`src/rtl/sram_fifo_ctrl.sv`:
```
// sram_fifo_ctrl: FIFO on a single-port synchronous SRAM with a 3-entry prefetch buffer
module sram_fifo_ctrl #(
  parameter int DW = 140,
  parameter int DD = 1024,
  parameter int AW = 10
) (
  input  logic          clk,
  input  logic          n_rst,
  input  logic          wr_valid,
  output logic          wr_ready,
  input  logic [DW-1:0] wr_data,
  output logic          rd_valid,
  input  logic          rd_ready,
  output logic [DW-1:0] rd_data,
  output logic [AW+1:0] count,
  output logic          full,
  output logic          empty,
  output logic          ram_n_cs,
  output logic          ram_n_we,
  output logic          ram_n_oe,
  output logic [AW-1:0] ram_ad,
  output logic [DW-1:0] ram_din,
  input  logic [DW-1:0] ram_dout
);
  localparam logic [AW:0]   DEPTH = (AW+1)'(DD);
  localparam logic [AW-1:0] LAST  = AW'(DD - 1);
  logic [AW-1:0] wr_ptr_q, wr_ptr_d, rd_ptr_q, rd_ptr_d;
  logic [AW:0]   sram_cnt_q, sram_cnt_d;
  logic          inflight_q, inflight_d, prio_rd_q, prio_rd_d;
  logic [DW-1:0] ob_q [3];
  logic [DW-1:0] ob_d [3];
  logic [1:0]    ob_head_q, ob_head_d, ob_tail_q, ob_tail_d, ob_cnt_q, ob_cnt_d;
  logic          not_full, rd_req, wr_req, gnt_rd, gnt_wr, pop;
  assign ram_n_oe = 1'b0;
  assign ram_din  = wr_data;
  assign rd_data  = ob_q[ob_head_q];
  always_comb begin
    not_full   = sram_cnt_q != DEPTH;
    // the read credit counts the in-flight word so the prefetch buffer never overflows
    rd_req     = n_rst && (sram_cnt_q != '0) && (({1'b0, ob_cnt_q} + {2'b0, inflight_q}) < 3'd3);
    wr_req     = n_rst && wr_valid && not_full;
    gnt_rd     = rd_req && (prio_rd_q || !wr_req);
    gnt_wr     = wr_req && !gnt_rd;
    rd_valid   = n_rst && (ob_cnt_q != 2'd0);
    pop        = rd_valid && rd_ready;
    wr_ready   = n_rst && not_full && !(rd_req && prio_rd_q);
    full       = n_rst && !not_full;
    count      = n_rst ? ({1'b0, sram_cnt_q} + (AW+2)'(inflight_q) + (AW+2)'(ob_cnt_q)) : '0;
    empty      = count == '0;
    ram_n_cs   = !(gnt_rd || gnt_wr);
    ram_n_we   = !gnt_wr;
    ram_ad     = gnt_wr ? wr_ptr_q : gnt_rd ? rd_ptr_q : '0;
    prio_rd_d  = prio_rd_q ^ (rd_req && wr_req);
    inflight_d = gnt_rd;
    sram_cnt_d = sram_cnt_q + (AW+1)'(gnt_wr) - (AW+1)'(gnt_rd);
    wr_ptr_d   = gnt_wr ? ((wr_ptr_q == LAST) ? '0 : wr_ptr_q + AW'(1)) : wr_ptr_q;
    rd_ptr_d   = gnt_rd ? ((rd_ptr_q == LAST) ? '0 : rd_ptr_q + AW'(1)) : rd_ptr_q;
    ob_d       = ob_q;
    if (inflight_q) ob_d[ob_tail_q] = ram_dout;
    ob_tail_d  = inflight_q ? ((ob_tail_q == 2'd2) ? 2'd0 : ob_tail_q + 2'd1) : ob_tail_q;
    ob_head_d  = pop ? ((ob_head_q == 2'd2) ? 2'd0 : ob_head_q + 2'd1) : ob_head_q;
    ob_cnt_d   = ob_cnt_q + {1'b0, inflight_q} - {1'b0, pop};
  end
  always_ff @(posedge clk) begin
    if (!n_rst) begin
      wr_ptr_q   <= '0;
      rd_ptr_q   <= '0;
      sram_cnt_q <= '0;
      inflight_q <= 1'b0;
      prio_rd_q  <= 1'b0;
      ob_q       <= '{default: '0};
      ob_head_q  <= '0;
      ob_tail_q  <= '0;
      ob_cnt_q   <= '0;
    end else begin
      wr_ptr_q   <= wr_ptr_d;
      rd_ptr_q   <= rd_ptr_d;
      sram_cnt_q <= sram_cnt_d;
      inflight_q <= inflight_d;
      prio_rd_q  <= prio_rd_d;
      ob_q       <= ob_d;
      ob_head_q  <= ob_head_d;
      ob_tail_q  <= ob_tail_d;
      ob_cnt_q   <= ob_cnt_d;
    end
  end
endmodule

```
`config.mk`:
```
export PLATFORM = sky130hd
export DESIGN_NAME = sram_fifo_ctrl
export DESIGN_NICKNAME = d
export VERILOG_FILES = /design/src/rtl/sram_fifo_ctrl.sv
export SDC_FILE = /design/constraint.sdc
export NUM_CORES = 1
export LEC_CHECK = 0
export ABC_CLOCK_PERIOD_IN_PS = 4100
export BUFFER_PORTS_ARGS = -buffer_cell sky130_fd_sc_hd__buf_4
export CAP_MARGIN = 20
export CORE_AREA = 2 2 233 235
export CTS_BUF_LIST = sky130_fd_sc_hd__clkbuf_8 sky130_fd_sc_hd__clkbuf_16
export DETAILED_ROUTE_END_ITERATION = 12
export DIE_AREA = 0 0 235 237
export GPL_TIMING_DRIVEN = 0
export SETUP_SLACK_MARGIN = 0.5
export SLEW_MARGIN = 30
export SYNTH_ARGS = -nofsm -noshare
export SYNTH_HDL_FRONTEND = slang
export SYNTH_SLANG_ARGS = --single-unit
```
`constraint.sdc`:
```
create_clock -name clk -period 4.1 [get_ports clk]
set_input_delay 0.615 -clock clk [delete_from_list [all_inputs] [get_ports clk]]
set_output_delay 0.615 -clock clk [all_outputs]
set_load 0.005 [all_outputs]
```
**After elaboration in Yosys (flattened, before gate mapping)**

Cells that the tools add are included.

- Output and inout port bits: 309
- Input bits: 284
- Register bits: 459

- Equal/unequal tests: 5
- Magnitude comparators: 4
- Reduce and logical (&&, ||, !) cells: 25
- Muxes and demuxes: 13
- Add/sub/neg operators: 11
- Bitwise logic cells: 3

Operators with widths:

| operator | number |
|---|---|
| bitwise mux 420 bit | 1 |
| 2-to-1 mux 140 bit | 3 |
| binary-select mux 140 bit (select 2 bit) | 1 |
| demux 140 bit (select 2 bit) | 1 |
| 2-to-1 mux 10 bit | 4 |
| adder 10 x 1 -> 10 bit (second input constant) | 2 |
| == test 10 bit (second input constant) | 2 |
| logical AND 1 bit | 14 |
| adder 11 x 1 -> 12 bit | 1 |
| adder 12 x 2 -> 12 bit | 1 |
| zero test 12 bit | 1 |
| 2-to-1 mux 12 bit | 1 |
| adder 11 x 1 -> 11 bit | 1 |
| inequality test 11 bit (second input constant) | 1 |
| nonzero test 11 bit | 1 |
| subtractor 11 x 1 -> 11 bit | 1 |
| greater-or-equal comparator 3 bit (second input constant) | 2 |
| zero test 1 bit | 6 |
| NOT 2 -> 3 bit | 2 |
| adder 2 x 1 -> 2 bit (second input constant) | 2 |
| == test 2 bit (second input constant) | 2 |
| 2-to-1 mux 2 bit | 2 |
| adder 2 x 1 -> 3 bit | 1 |
| < comparator 3 x 1 -> 1 bit (second input constant) | 1 |
| 6 further kinds | 7 |

**Depth between registers and ports, before layout**

- Word-level depth: 9
- Mapped depth: 15
- Mapped depth without buffers: 14

**Worst setup path after synthesis**

No wires, ideal clock.

- Kind: reg-to-reg
- Start point: register sram_cnt_q[8]
- End point: register sram_cnt_q[8]
- Cell stages (with the launch flop): 14
- Setup slack: 976 ps
- Buffers on the path: 1
- Setup time: 132 ps
- Arrival: 2992 ps
- Cells stage by stage: dfxtp_1 > inv_1 > ha_1 > and4b_4 > and2_4 > o311ai_4 > inv_4 > buf_6 > fa_1 > nor2b_1 > o21bai_1 > a21oi_1 > nor4_1 > or3b_2

- Cells in the longest elaborated chain, start to end: 9

RTL lines:

| what | line | text |
|---|---|---|
| start, declared | 28 | `logic [AW:0] sram_cnt_q, sram_cnt_d;` |
| start signal, assigned | 78 | `sram_cnt_q <= sram_cnt_d;` |
| inequality test 11 bit | 38 | `not_full = sram_cnt_q != DEPTH;` |
| logical AND 1 bit | 41 | `wr_req = n_rst && wr_valid && not_full;` |
| zero test 1 bit | 42 | `gnt_rd = rd_req && (prio_rd_q \|\| !wr_req);` |
| logical OR 1 bit | 42 |  |
| logical AND 1 bit | 42 |  |
| zero test 1 bit | 43 | `gnt_wr = wr_req && !gnt_rd;` |
| logical AND 1 bit | 43 |  |
| adder 11 x 1 -> 11 bit | 55 | `sram_cnt_d = sram_cnt_q + (AW+1)'(gnt_wr) - (AW+1)'(gnt_rd);` |
| subtractor 11 x 1 -> 11 bit (*) | 55 |  |

Mark *: on every way between the ends. The rest lies on a longest branch, timed or not.
A chain may end at the register's enable or synchronous reset.

**Worst setup path in the final report**

- Start point: register ob_head_q[1]
- End point: output port rd_data[59]

- Cells in the longest elaborated chain, start to end: 4

RTL lines:

| what | line | text |
|---|---|---|
| start, declared | 32 | `logic [1:0] ob_head_q, ob_head_d, ob_tail_q, ob_tail_d, ob_cnt_q, ob_cnt_d;` |
| start signal, assigned | 82 | `ob_head_q <= ob_head_d;` |
| NOT 2 -> 3 bit (implied by the code) | 36 | `assign rd_data = ob_q[ob_head_q];` |
| binary-select mux 140 bit (select 2 bit) | 36 |  |
| 2-to-1 mux 140 bit (implied by the code) (2 in a row) | 36 |  |
| end, declared | 14 | `output logic [DW-1:0] rd_data,` |

No other way between the ends. The select of a mux whose other input is x is not followed.

==> flow_summary.json <==
{
  "synth-edff-count": 0,
  "cp-end-kind": "output port",
  "status": "complete, no violations",
  "drt-initial-drc-count": 1439,
  "io_buffers": 450,
  "startpoint": "ob_head_q[1]",
  "ys_ff_latch": 459,
  "cts_tree": "done",
  "initial_utilization_pct": 39.5,
  "grt_max_degree": 15,
  "cts-root-buf": "clkbuf_16",
  "synth-async-reset-ratio_pct": 0,
  "power_w": 0.0141,
  "post-route-util_pct": 50.8,
  "relSlewSlack_pct": 35.0,
  "synth_fa_ha_area_share_pct": 2.01,
  "syn_nets": 3101,
  "synth_top_family_by_area": "simple AND/OR/NAND/NOR gates",
  "synth.avg_cell_area_um2": 7.56,
  "start_kind": "flop",
  "synth_area_um2": 21000,
  "worstPathCellList": "buf_4, buf_4, nor2b_4, clkbuf_8, buf_2, nand2_1, o21ai_0, buf_4",
  "finalWeightedCongestion": 0.870,
  "antenna_found_initial": 9,
  "slew_violations": 0,
  "wl_per_cell_um": 18.3,
  "fin_nets": 3606,
  "r2r-end": "sram_cnt_q[8]",
  "synthToLayoutAreaGrowth_pct": 28.7,
  "r2r_setup_slack_ns": 0.67,
  "dpl.hpwl_um": 53900,
  "synth.area.mux_share_pct": 7.18,
  "grt_usage_pct": 25.4,
  "min_period_ns": 3.50,
  "maxCapViolCount": 0,
  "crit_buf_inv": 5,
  "peakVddDrop_mv": 0.345,
  "clock_path_buffers": 3,
  "finClkSkew_ns": 0.0169,
  "ant_nets": 0,
  "leakagePower_nw": 10.5,
  "synthSimpleGateAreaFrac_pct": 21.2,
  "fin_hold_ws_ns": 0.265,
  "synthFlopType": "dfxtp_1",
  "final_cells": 4036,
  "crit_top_cell": "buf_4",
  "critPathTopFamily": "buffers and inverters",
  "routed-via-count": 20700,
  "die_h_um": 237,
  "endpoint": "rd_data[59]",
  "drive_gt1_share_pct": 22.4,
  "final.setup.tns_ns": 0,
  "slowest_delay_ns": 0.32,
  "critPathRequiredTime_ns": 3.48,
  "die_area_um2": 55700,
  "yosysSeqAreaShare_pct": 43.7,
  "crit_fanout": 12,
  "core_region_area_um2": 53300,
  "p_per_area_nw_per_um2": 521,
  "die_x_um": 235,
  "crit_cells": 8,
  "synth_warnings": 0,
  "dr.pass1.iters": 6,
  "overflow": 0,
  "synth-compound-area-share_pct": 15.9,
  "min_period_over_period_pct": 85.5,
  "r2r_start": "sram_cnt_q[3]",
  "viasPerCell": 5.12,
  "cp.arrival_ns": 2.89,
  "placed_cells": 3931,
  "htree_levels": 2,
  "grt_setup_unrepaired": "yes",
  "yosys.area_share.xor_xnor_pct": 0.708,
  "clkTransAtPathRegs_ns": 0.06,
  "io_pins": 593,
  "drt_wl_total_um": 73800,
  "ys_types": 61,
  "grt_pass1_wl_um": 112000,
  "hold_viol_final": 0,
  "setup_violations": 0,
  "syn_inst": 2785,
  "criticalPathCategory": "flop to output port",
  "drc_errors": 0,
  "cts_buffers": 51,
  "critPathSlowestCell": "clkbuf_8",
  "r2r_cells": 15,
  "clk_latency_ns": 0.61,
  "grt_pass1_vias": 19900,
  "row_count": 85,
  "hold_class": "primary input to flop",
  "cts_sinks": 459,
  "timing.fmax_ghz": 0.285,
  "tightest_slew_ns": 0.975
}
## tightest hold or removal path, cell delays in order
cell     delay (ns)
buf_4          0.12
nand2_1        0.05
a21oi_1        0.05
## per-layer routing
metal	wire, um	GRT usage (%)
met2	34900	42.1
met4	2020	8.40
met3	5690	5.92
met5	27	0
met1	31200	32.5
## flip-flops by register name, indices dropped and copies added (netlist names)
name        cells
ob_q          420
sram_cnt_q     11
rd_ptr_q       10
wr_ptr_q       10
ob_cnt_q        2
ob_head_q       2
ob_tail_q       2
inflight_q      1
prio_rd_q       1
## stage by stage
stage | cell area [um2] | worst slack [ns]
global route | 27100 | 0.498
CTS | 27000 | 0.488
floorplan | 21000 | 0.976
global placement | 25300 | 0.0201
finish | 27100 | 0.597
detailed placement | 25300 | 0.416
## placed cells by master (no fill, tap or decap), drive strengths merged, types with 3 or more instances in the layout
cell,n
and3,8
and2,9
nor3,8
clkinvlp,3
clkinv,12
fa,3
a21oi,436
a22o,10
a21o,4
o22ai,4
nand3,14
o21a,3
nor2,31
ha,29
or2,5
diode,8
mux2i,151
nand2b,11
nand2,1013
or3,3
dfxtp,459
nor2b,9
a211oi,7
nor3b,4
xor2,3
o21ai,144
buf,628
nand4,7
clkbuf,230
inv,38
xnor2,14
## final cells by class
cell class / count / area (um2)
antenna: 8 / 20.0
tap: 696 / 871
timing repair buffer: 452 / 3390
sequential: 459 / 9200
clock inverter: 30 / 211
fill: 5159 / 26200
inverter: 24 / 92.6
clock buffer: 65 / 1470
buffer: 341 / 1890
multi-input combinational: 1961 / 9930
## kinds of logic after synthesis
logic type | after synthesis
AND/OR/NAND/NOR | 1130
AO/OA/AOI/OAI | 630
flip-flops | 459
buffers and inverters | 365
multiplexers | 151
adder cells (fa/ha/maj) | 32
XOR/XNOR | 17
other | 1
## what timing repair did
action,CTS,global route
pin swaps,2,0
setup buffers,2,0
resized for setup,12,8
setup endpoints to repair,153,20
hold buffers,0,0
## power by group
| group | total (W) | switching, W | internal [W] |
|---|---|---|---|
| logic | 0.00424 | 0.00247 | 0.00176 |
| registers | 0.00532 | 0.000334 | 0.00498 |
| clock network | 0.00454 | 0.00194 | 0.00260 |
| total | 0.0141 | 0.00475 | 0.00935 |
## cells in the mapped netlist, types with 4 or more instances
master | count | area share [%]
nor3_1 | 8 | 0.19
and2_1 | 8 | 0.24
a21o_1 | 4 | 0.14
a22o_1 | 10 | 0.42
nand2_1 | 1013 | 18
nand2b_1 | 11 | 0.33
nor2_1 | 31 | 0.55
buf_4 | 141 | 5.0
clkbuf_1 | 164 | 2.9
mux2i_1 | 151 | 7.2
nor2b_1 | 9 | 0.27
o22ai_1 | 4 | 0.12
inv_1 | 23 | 0.41
and3_1 | 8 | 0.24
nand3_1 | 14 | 0.33
dfxtp_1 | 459 | 44
ha_1 | 29 | 1.7
a21oi_1 | 436 | 10
o21ai_0 | 144 | 3.4
xnor2_1 | 14 | 0.58
nand4_1 | 7 | 0.21
nor3b_1 | 4 | 0.14
a211oi_1 | 5 | 0.18
buf_2 | 33 | 0.78
## worst min path at each step
stage                              from   endpoint  slack (ns)  cells past startpoint
final                      ram_dout[69]  ob_q[349]        0.27                      3
after detailed placement      ob_q[320]  ob_q[320]        0.45                      2
after CTS                  ram_dout[69]  ob_q[349]        0.23                      3
after floorplan               ob_q[280]  ob_q[280]        0.44                      2
after global placement         ob_q[89]   ob_q[89]        0.44                      2
after global routing      ram_dout[116]  ob_q[256]        0.25                      3
No activity file was read; power rests on OpenSTA's default activity.
